--- src/rtl/music_pkg.sv ---
// Shared definitions for the music player datapath: divider width, the rest code,
// the default envelope resolution and the tone generator state encoding.
package music_pkg;

    // Width of the sequencer's speaker_divider output.
    parameter int unsigned DIV_WIDTH = 16;

    // Divider value that means "rest": output silent and held low.
    parameter int unsigned REST_DIVIDER = 0;

    // Default envelope / PWM resolution for the optional decay envelope.
    parameter int unsigned ENV_WIDTH = 4;

    // Tone generator operating state, derived from the accepted divider.
    typedef enum logic {
        REST = 1'b0,
        PLAY = 1'b1
    } tone_state_t;

endpackage

--- src/rtl/tone_generator_if.sv ---
// Sequencer-to-tone-generator signal bundle. The master side drives the divider;
// the slave side (the tone generator) returns the speaker pin and status.
interface tone_generator_if #(
    parameter int unsigned DIV_WIDTH = 16
);

    logic [DIV_WIDTH-1:0] divider;      // half-period length in clocks, 0 = rest
    logic                 speaker;      // tone output pin
    logic                 tone_active;  // accepted divider is nonzero
    logic                 period_tick;  // one-cycle pulse per internal toggle

    modport master (
        output divider,
        input  speaker,
        input  tone_active,
        input  period_tick
    );

    modport slave (
        input  divider,
        output speaker,
        output tone_active,
        output period_tick
    );

endinterface

--- src/rtl/decay_envelope.sv ---
// Plucked-note decay envelope: loads full scale on trigger, steps down once every
// DECAY_PERIOD clocks until ENV_FLOOR, and compares it against a free-running PWM
// counter to produce an amplitude gate. Only instantiated with TONE_GEN_DECAY_EN.
module decay_envelope #(
    parameter int unsigned ENV_WIDTH    = music_pkg::ENV_WIDTH,
    parameter int unsigned DECAY_PERIOD = 1000,
    parameter int unsigned ENV_FLOOR    = 0
) (
    input  logic clk_i,
    input  logic rst_i,
    input  logic trigger_i,  // new nonzero note accepted
    input  logic clear_i,    // note ended, entering rest
    output logic gate_o      // high while the PWM phase is below the envelope
);

    import music_pkg::*;

    localparam int unsigned PreWidth = (DECAY_PERIOD > 1) ? $clog2(DECAY_PERIOD) : 1;

    localparam logic [ENV_WIDTH-1:0] EnvFull  = {ENV_WIDTH{1'b1}};
    localparam logic [ENV_WIDTH-1:0] EnvFloor = ENV_WIDTH'(ENV_FLOOR);
    localparam logic [PreWidth-1:0]  PreLast  = PreWidth'(DECAY_PERIOD - 1);

    logic [ENV_WIDTH-1:0] env_q, env_d;
    logic [ENV_WIDTH-1:0] pwm_q, pwm_d;
    logic [PreWidth-1:0]  pre_q, pre_d;

    // Envelope level and decay prescaler; a clear wins over a simultaneous trigger.
    always_comb begin
        env_d = env_q;
        pre_d = pre_q;
        pwm_d = pwm_q + 1'b1;
        if (clear_i) begin
            env_d = '0;
            pre_d = '0;
        end else if (trigger_i) begin
            // Restart the prescaler so every note gets a full first step.
            env_d = EnvFull;
            pre_d = '0;
        end else if (pre_q == PreLast) begin
            pre_d = '0;
            if (env_q > EnvFloor) begin
                env_d = env_q - 1'b1;
            end
        end else begin
            pre_d = pre_q + 1'b1;
        end
    end

    // State registers with synchronous reset.
    always_ff @(posedge clk_i) begin
        if (rst_i) begin
            env_q <= '0;
            pre_q <= '0;
            pwm_q <= '0;
        end else begin
            env_q <= env_d;
            pre_q <= pre_d;
            pwm_q <= pwm_d;
        end
    end

    assign gate_o = (pwm_q < env_q);

endmodule

--- src/rtl/tone_generator.sv ---
// Square-wave tone synthesiser fed by the note sequencer's speaker divider.
// The divider is sampled only at half-period boundaries so the output never glitches;
// a zero divider means rest and holds the output low.
// Optional feature: define TONE_GEN_DECAY_EN to add a decay envelope with PWM
// amplitude gating (speaker then gains one register of latency).
module tone_generator #(
`ifdef TONE_GEN_DECAY_EN
    parameter int unsigned ENV_WIDTH    = music_pkg::ENV_WIDTH,
    parameter int unsigned DECAY_PERIOD = 1000,
    parameter int unsigned ENV_FLOOR    = 0,
`endif
    parameter int unsigned DIV_WIDTH    = music_pkg::DIV_WIDTH
) (
    input  logic            clk_i,
    input  logic            rst_i,
    tone_generator_if.slave bus
);

    import music_pkg::*;

    localparam logic [DIV_WIDTH-1:0] RestDiv = DIV_WIDTH'(REST_DIVIDER);

    tone_state_t          state;
    logic [DIV_WIDTH-1:0] divider;
    logic [DIV_WIDTH-1:0] active_div_q, active_div_d;
    logic [DIV_WIDTH-1:0] cnt_q, cnt_d;
    logic                 square_q, square_d;
    logic                 tick_q, tick_d;

    assign divider = bus.divider;

    // The state is not stored separately: rest is exactly "no divider accepted".
    assign state = (active_div_q == RestDiv) ? REST : PLAY;

    // Next-state logic: accept a note from rest, or count out the half-period and
    // reload the divider only on the boundary cycle.
    always_comb begin
        active_div_d = active_div_q;
        cnt_d        = cnt_q;
        square_d     = square_q;
        tick_d       = 1'b0;
        unique case (state)
            REST: begin
                cnt_d    = '0;
                square_d = 1'b0;
                if (divider != RestDiv) begin
                    // No toggle on entry: first rise comes after a full half-period.
                    active_div_d = divider;
                end
            end
            PLAY: begin
                if (cnt_q == active_div_q - 1'b1) begin
                    cnt_d        = '0;
                    active_div_d = divider;
                    tick_d       = 1'b1;
                    if (divider != RestDiv) begin
                        square_d = ~square_q;
                    end else begin
                        // Ending a note forces the wave low rather than toggling it.
                        square_d = 1'b0;
                    end
                end else begin
                    cnt_d = cnt_q + 1'b1;
                end
            end
            default: begin
                active_div_d = RestDiv;
                cnt_d        = '0;
                square_d     = 1'b0;
            end
        endcase
    end

    // Core registers with synchronous reset back to rest.
    always_ff @(posedge clk_i) begin
        if (rst_i) begin
            active_div_q <= '0;
            cnt_q        <= '0;
            square_q     <= 1'b0;
            tick_q       <= 1'b0;
        end else begin
            active_div_q <= active_div_d;
            cnt_q        <= cnt_d;
            square_q     <= square_d;
            tick_q       <= tick_d;
        end
    end

    assign bus.tone_active = (state == PLAY);
    assign bus.period_tick = tick_q;

`ifdef TONE_GEN_DECAY_EN
    logic env_trigger;
    logic env_clear;
    logic env_gate;
    logic speaker_q;

    // A retrigger happens whenever a nonzero divider is loaded that differs from
    // the one already playing; outside boundaries active_div_d equals active_div_q.
    assign env_trigger = (active_div_d != RestDiv) && (active_div_d != active_div_q);
    assign env_clear   = (state == PLAY) && (active_div_d == RestDiv);

    decay_envelope #(
        .ENV_WIDTH    (ENV_WIDTH),
        .DECAY_PERIOD (DECAY_PERIOD),
        .ENV_FLOOR    (ENV_FLOOR)
    ) u_decay_envelope (
        .clk_i     (clk_i),
        .rst_i     (rst_i),
        .trigger_i (env_trigger),
        .clear_i   (env_clear),
        .gate_o    (env_gate)
    );

    // Amplitude-gated output, registered to keep the pin free of compare glitches.
    always_ff @(posedge clk_i) begin
        if (rst_i) begin
            speaker_q <= 1'b0;
        end else begin
            speaker_q <= square_q & env_gate;
        end
    end

    assign bus.speaker = speaker_q;
`else
    assign bus.speaker = square_q;
`endif

endmodule

--- src/flat_wrapper.sv ---
// flat-port wrapper written by rule: the top's interface ports become plain ports
module tone_generator_flat import music_pkg::*;
#(

    parameter int unsigned DIV_WIDTH    = music_pkg::DIV_WIDTH
)
  (clk_i, rst_i, bus_divider, bus_speaker, bus_tone_active, bus_period_tick);
  tone_generator_if #(.DIV_WIDTH(DIV_WIDTH)) bus_i ();
  input  logic clk_i;
  input  logic rst_i;
  input wire logic [$bits(bus_i.divider)-1:0] bus_divider;
  output wire logic [$bits(bus_i.speaker)-1:0] bus_speaker;
  output wire logic [$bits(bus_i.tone_active)-1:0] bus_tone_active;
  output wire logic [$bits(bus_i.period_tick)-1:0] bus_period_tick;
  assign bus_i.divider = bus_divider;
  assign bus_speaker = bus_i.speaker;
  assign bus_tone_active = bus_i.tone_active;
  assign bus_period_tick = bus_i.period_tick;
  tone_generator #(.DIV_WIDTH(DIV_WIDTH)) u_core (.clk_i(clk_i), .rst_i(rst_i), .bus(bus_i));
endmodule
--- config.mk ---
export PLATFORM = sky130hd
export DESIGN_NAME = tone_generator_flat
export DESIGN_NICKNAME = d
export VERILOG_FILES = /design/src/rtl/music_pkg.sv /design/src/rtl/tone_generator_if.sv /design/src/rtl/decay_envelope.sv /design/src/rtl/tone_generator.sv /design/src/flat_wrapper.sv
export SDC_FILE = /design/constraint.sdc
export NUM_CORES = 1
export LEC_CHECK = 0
export CAP_MARGIN = 25
export CELL_PAD_IN_SITES_DETAIL_PLACEMENT = 1
export CELL_PAD_IN_SITES_GLOBAL_PLACEMENT = 1
export CORE_MARGIN = 1
export CORE_UTILIZATION = 40
export CTS_BUF_LIST = sky130_fd_sc_hd__clkbuf_8
export DETAILED_ROUTE_END_ITERATION = 8
export HOLD_SLACK_MARGIN = 0.05
export PLACE_DENSITY_LB_ADDON = 0.15
export SLEW_MARGIN = 0
export SYNTH_ARGS = -nofsm -noshare
export SYNTH_HDL_FRONTEND = slang
export SYNTH_SLANG_ARGS = --single-unit
--- constraint.sdc ---
create_clock -name clk_i -period 2.7 [get_ports clk_i]
set_input_delay 0.405 -clock clk_i [delete_from_list [all_inputs] [get_ports clk_i]]
set_output_delay 0.405 -clock clk_i [all_outputs]
set_load 0.03 [all_outputs]
# [Yosys cells after proc, flatten, opt, wreduce, memory -nomap -nowiden]
# Index checks and enable logic that the tools add are counted.
[totals] regBits=34 latch_bits=0 ram_bits=0 rom_bits=0 in_bits=18 out_inout_bits=3 wordCells=24 mem_count=0
[classes] add_sub_neg=2 n_mul=0 div_mod_pow=0 order_cmp=0 eq_ne=3 n_shift=0 mux=10 n_bitwise=1 n_reduce_logical=4
[ops] cell="16-bit one-hot mux with 2 select lines" count=2
[ops] cell="16-bit two-way mux" count=3
[ops] cell="16-bit by 1-bit adder with 16-bit output, second input constant" count=1
[ops] cell="16-bit equality test" count=1
[ops] cell="16-bit zero test" count=1
[ops] cell="16-bit nonzero test" count=1
[ops] cell="16-bit by 1-bit subtractor with 16-bit output, second input constant" count=1
[ops] cell="1-bit two-way mux" count=4
[ops] cell="2-bit by 1-bit != test with 1-bit output, second input constant" count=1
[ops] cell="2-bit != test, second input constant" count=1
[ops] cell="1-bit one-hot mux with 2 select lines" count=1
[ops] cell="2-bit AND reduction" count=1
[ops] cell="2-bit OR reduction" count=1
[ops] cell="1-bit inverter" count=1

# [Depth between registers and ports, before layout]
[depth] word_depth=4 ltp_mapped=12 ltp_nobuf=9

# [Worst setup path before layout]
# No wires, ideal clock.
[synth_timing] path_type="reg2reg" startpoint="register u_core.active_div_q[9]" endpoint="register u_core.cnt_q[9]" setup_ns=0.115 t_arrival_ns=2.713 required_time_ns=2.585 slack_ns=-0.128 path_stages_with_launch=11 n_path_buf=3 synth_period_minus_slack_ns=2.828 cell_sequence="dfxtp_1 -> buf_6 -> or3_4 -> or3_1 -> a211o_1 -> a211oi_2 -> or4b_1 -> buf_2 -> o21ai_4 -> buf_6 -> nor2_2"
[synth_between] elab_chain_len=4 elab_cells_between_ends=6 cone_classes="1 x add/sub; 1 x eq/ne; 3 x mux; 1 x reduce/logical"
[synth_lines] element="start: declaration" line="tone_generator.sv:25" source="logic [DIV_WIDTH-1:0] active_div_q, active_div_d;"
[synth_lines] element="start signal: assignment" line="tone_generator.sv:82" source="active_div_q <= active_div_d;"
[synth_lines] element="16-bit by 1-bit subtractor with 16-bit output" line="tone_generator.sv:52" source="if (cnt_q == active_div_q - 1'b1) begin"
[synth_lines] element="16-bit equality test" line="tone_generator.sv:52"
[synth_lines] element="16-bit two-way mux" line="tone_generator.sv:52"
[synth_lines] element="16-bit one-hot mux with 2 select lines *" line="tone_generator.sv:42" source="unique case (state)"
[synth_lines] element="end signal: assignment" line="tone_generator.sv:83" source="cnt_q <= cnt_d;"
[synth_lines] element="end: declaration" line="tone_generator.sv:26" source="logic [DIV_WIDTH-1:0] cnt_q, cnt_d;"
# Every way passes the cells marked *; elsewhere a longest branch is shown, timed or not.
# A chain may end at the register's enable or synchronous reset.

# [Worst setup path in the final report]
[layout_timing] startpoint="register u_core.active_div_q[12]" endpoint="register u_core.active_div_q[0]"
[layout_between] elab_chain_len=4 elab_cells_between_ends=8 cone_classes="1 x add/sub; 3 x eq/ne; 2 x mux; 2 x reduce/logical"
[layout_lines] element="16-bit by 1-bit subtractor with 16-bit output / 16-bit zero test (equally long branches)" line="tone_generator.sv:52, tone_generator.sv:33"
[layout_lines] element="16-bit equality test / 1-bit two-way mux (equally long branches)" line="tone_generator.sv:52, tone_generator.sv:33"
[layout_lines] element="2-bit by 1-bit != test with 1-bit output (no line)"
[layout_lines] element="2-bit AND reduction (no line)"
# Parallel ways exist; a longest one is shown, timed or not.

==> flow_summary_export.csv <==
group,metric,value,unit
run_status,failed_checks,"setup timing",
floorplan,fp.dieH,73.9,um
power_and_ir_drop,p_leak,0.986,nW
cts,numCtsBuffers,5,
sta,maxSlewViolCount,0,
routing,vias_per_cell,5.65,
sta,skew,4.78,ps
critical_path,crit_required,2910,ps
global_routing,grt_pass1_wl,10.0,mm
sta,setup_ws,-105,ps
critical_path,critPathMaxStageDelay,570,ps
floorplan,start_util,42.6,%
cts,clk_pin_slew_worst_paths,70,ps
global_routing,antenna_found_initial,0,
routing,drtPass1Iterations,4,
sta,hold_viol_final,0,
critical_path,cp_cell_sequence,"or3_4 -> or3_1 -> a211o_1 -> a211oi_2 -> or4b_4 -> or2_1 -> o211ai_1",
hold_path,hp-start,"u_core.bus.speaker$_SDFFE_PP0P_",
critical_path,crit_type,"register to register",
global_routing,track_usage,25.0,%
floorplan,die_w,73.9,um
place,dp_hpwl,4.81,mm
global_routing,grt_overflow,0,
logic_synthesis,synth-edff-count,0,
critical_path,crit_start,"u_core.active_div_q[12]$_SDFFE_PP0P_",
logic_synthesis,ys_seq_area_share,32.9,%
cts,clk_path_buf_depth,2,
logic_synthesis,yosysWarnings,0,
global_routing,grt_max_degree,17,
logic_synthesis,synthMuxAreaShare,0.969,%
cts,clock_latency,290,ps
routing,wl_per_cell,18.1,um
sta,slew_headroom,63.5,%
sta,fmax,356,MHz
power_and_ir_drop,max-vdd-ir-drop,0.499,mV
logic_synthesis,avgSynthCellArea,8.65,um^2
routing,vias,2018,
hold_path,min_path_type,"register to register",
critical_path,startpoint_type,"register",
cells_and_area,syn_to_final_growth,32.3,%
power_and_ir_drop,p_comb_share,62.4,%
cells_and_area,num_antenna_cells,0,
logic_synthesis,synthAdderAreaFrac,1.21,%
global_routing,grt_use_met1,33.8,%
power_and_ir_drop,power_density,1030,nW/um^2
logic_synthesis,syn_area,2070,um^2
floorplan,num_rows,25,
floorplan,core_area,4850,um^2
cells_and_area,fin_util,56.4,%
sta,grt_setup_unrepaired,"true",
routing,ant_nets,0,
critical_path,path_delay_family,"simple AND/OR/NAND/NOR gates",
logic_synthesis,ys_seq_elements,34,
power_and_ir_drop,p_int,1.59,mW
sta,fin_tns_setup,-988,ps
cts,cts_tree,"done",
place,placed_cell_area,2540,um^2
routing,drt_iter0_drc,114,
cells_and_area,most-common-layout-cells,"34 x dfxtp_1, 31 x buf_4, 22 x xnor2_1, 22 x nor2_1, 19 x clkdlybuf4s50_1",
cells_and_area,nets,309,
cells_and_area,layout-drive-gt1-share,23.4,%
floorplan,die-area,5460,um^2
critical_path,cp.buffers_inverters,0,
flow_run,drv_cap,0,
sta,finalCriticalPeriod,2810,ps
logic_synthesis,synth_cells,239,
logic_synthesis,synth_top_family_by_area,"simple AND/OR/NAND/NOR gates",
critical_path,slowest_stage,"or4b_4",
routing,totalWireLength,6.45,mm
place,gp_congestion,0.834,
logic_synthesis,synth-async-reset-ratio,0,%
cells_and_area,fin_area,2730,um^2
logic_synthesis,synth_flop_cell,"dfxtp_1",
critical_path,r2r_start,"u_core.active_div_q[12]$_SDFFE_PP0P_",
global_routing,grt_pass1_vias,2009,
sta,final.period_utilization,104,%
logic_synthesis,syn_nets,259,
cts,cts_root_buffer,"clkbuf_8",
run_status,status,"complete, but fails checks",
logic_synthesis,synth_compound_area_share,17.3,%
logic_synthesis,synth_cell_type_count,53,
power_and_ir_drop,p_sw,1.23,mW
place,portBuffers,20,
global_routing,use_met3,4.12,%
logic_synthesis,synth_simple_gate_area_share,28.6,%
routing,drc_errors,0,
cts,cts_sinks,34,
cells_and_area,mostFrequentLayoutCell,"dfxtp_1",
floorplan,num_io_pins,21,
power_and_ir_drop,switching_share,43.7,%
critical_path,crit_fanout,5,
critical_path,worstPathArrival,3010,ps
global_routing,busiest_layer,"met2",
sta,tightest_slew,546,ps
critical_path,crit_path_end_kind,"register",
power_and_ir_drop,p_seq_share,23.8,%
cts,htreeDepth,2,
power_and_ir_drop,clockPowerShare,13.8,%
global_routing,use_met2,38.8,%
logic_synthesis,synthXorXnorAreaFrac,14.0,%
sta,setup_viol,29,
power groups by stage:
stage / sequential (mW) / combinational (mW) / clock, mW
after floorplan: 0.675 / 1.02 / 0
after global placement: 0.678 / 1.54 / 0
after detailed placement: 0.678 / 1.58 / 0
after CTS: 0.669 / 1.65 / 0.400
after global routing: 0.678 / 1.89 / 0.422
final: 0.672 / 1.76 / 0.388
routing by layer:
metal	vias to the layer above	part of all wire (%)
met5	-	0
met4	0	1.8
met3	10	3.5
met2	43	47
met1	989	48
li1	976	-
layout make-up:
| cell class | instances | area (um^2) |
|---|---|---|
| Inverter | 10 | 37.5 |
| Tap cell | 67 | 83.8 |
| Clock buffer | 6 | 82.6 |
| Fill cell | 564 | 2110 |
| Timing Repair Buffer | 54 | 474 |
| Sequential cell | 34 | 681 |
| Clock inverter | 2 | 8.76 |
| Multi-Input combinational cell | 184 | 1370 |
sequential cells by signal, summed over array words and instances (netlist names):
register,flops
u_core.active_div_q,16
u_core.cnt_q,16
u_core.bus.period_tick,1
u_core.bus.speaker,1
worst register-to-register path, cell delays in order, from the launching register on:
cell and delay, ps:
dfxtp_1 310, or3_4 380, or3_1 370, a211o_1 310, a211oi_2 270, or4b_4 570
or2_1 300, o211ai_1 200
repair_timing:
action                                  CTS  global route
pin swaps                                 1             4
cloned                                    0             0
hold buffers                              0             0
gates resized for setup                   6             8
setup buffers                             2             3
endpoints found under the setup margin   33            34
cells in the mapped netlist (3+ instances only):
library cell | number | share of area (%)
dfxtp_1 | 34 | 33
nor2_1 | 23 | 4.2
xnor2_1 | 22 | 9.3
a22o_1 | 13 | 5.5
nand3_1 | 11 | 2.7
xor2_1 | 11 | 4.7
nor2_2 | 10 | 3.0
nor4_1 | 10 | 3.0
inv_1 | 9 | 1.6
nand2_1 | 9 | 1.6
nand4_1 | 8 | 2.4
clkbuf_1 | 7 | 1.3
nor3_1 | 7 | 1.7
or3_1 | 4 | 1.2
a21oi_1 | 3 | 0.73
buf_6 | 3 | 1.6
nor2b_1 | 3 | 0.91
o21a_1 | 3 | 1.1
o21ai_0 | 3 | 0.73
per-stage QoR:
step	worst slack [ps]	hold WS, ps	power [mW]	cells
after CTS	7.08	542	2.72	354
after detailed placement	-92.1	529	2.25	344
after floorplan	-7.50	486	1.70	239
after global routing	-137	592	2.99	357
final	-105	546	2.82	357
after global placement	-85.4	524	2.22	344
cells by family (layout without fill, tap and decap cells):
logic type | count (synthesis) | after routing
adders and majority gates | 2 | 2
muxes | 2 | 2
xor gates and xnor gates | 33 | 33
buffers and inverters | 21 | 72
DFF | 34 | 34
and+or+nand+nor | 104 | 104
AOI/OAI and AO/OA | 43 | 43
final timing paths:
kind | end | slack [ps] | depth (start not counted)
hold reg to reg | u_core.bus.speaker$_SDFFE_PP0P_ | 550 | 2
hold / removal | u_core.bus.speaker$_SDFFE_PP0P_ | 550 | 2
setup / recovery | u_core.active_div_q[0]$_SDFFE_PP0P_ | -110 | 7
setup reg to reg | u_core.active_div_q[0]$_SDFFE_PP0P_ | -110 | 7
(Power assumes the default switching activity.)
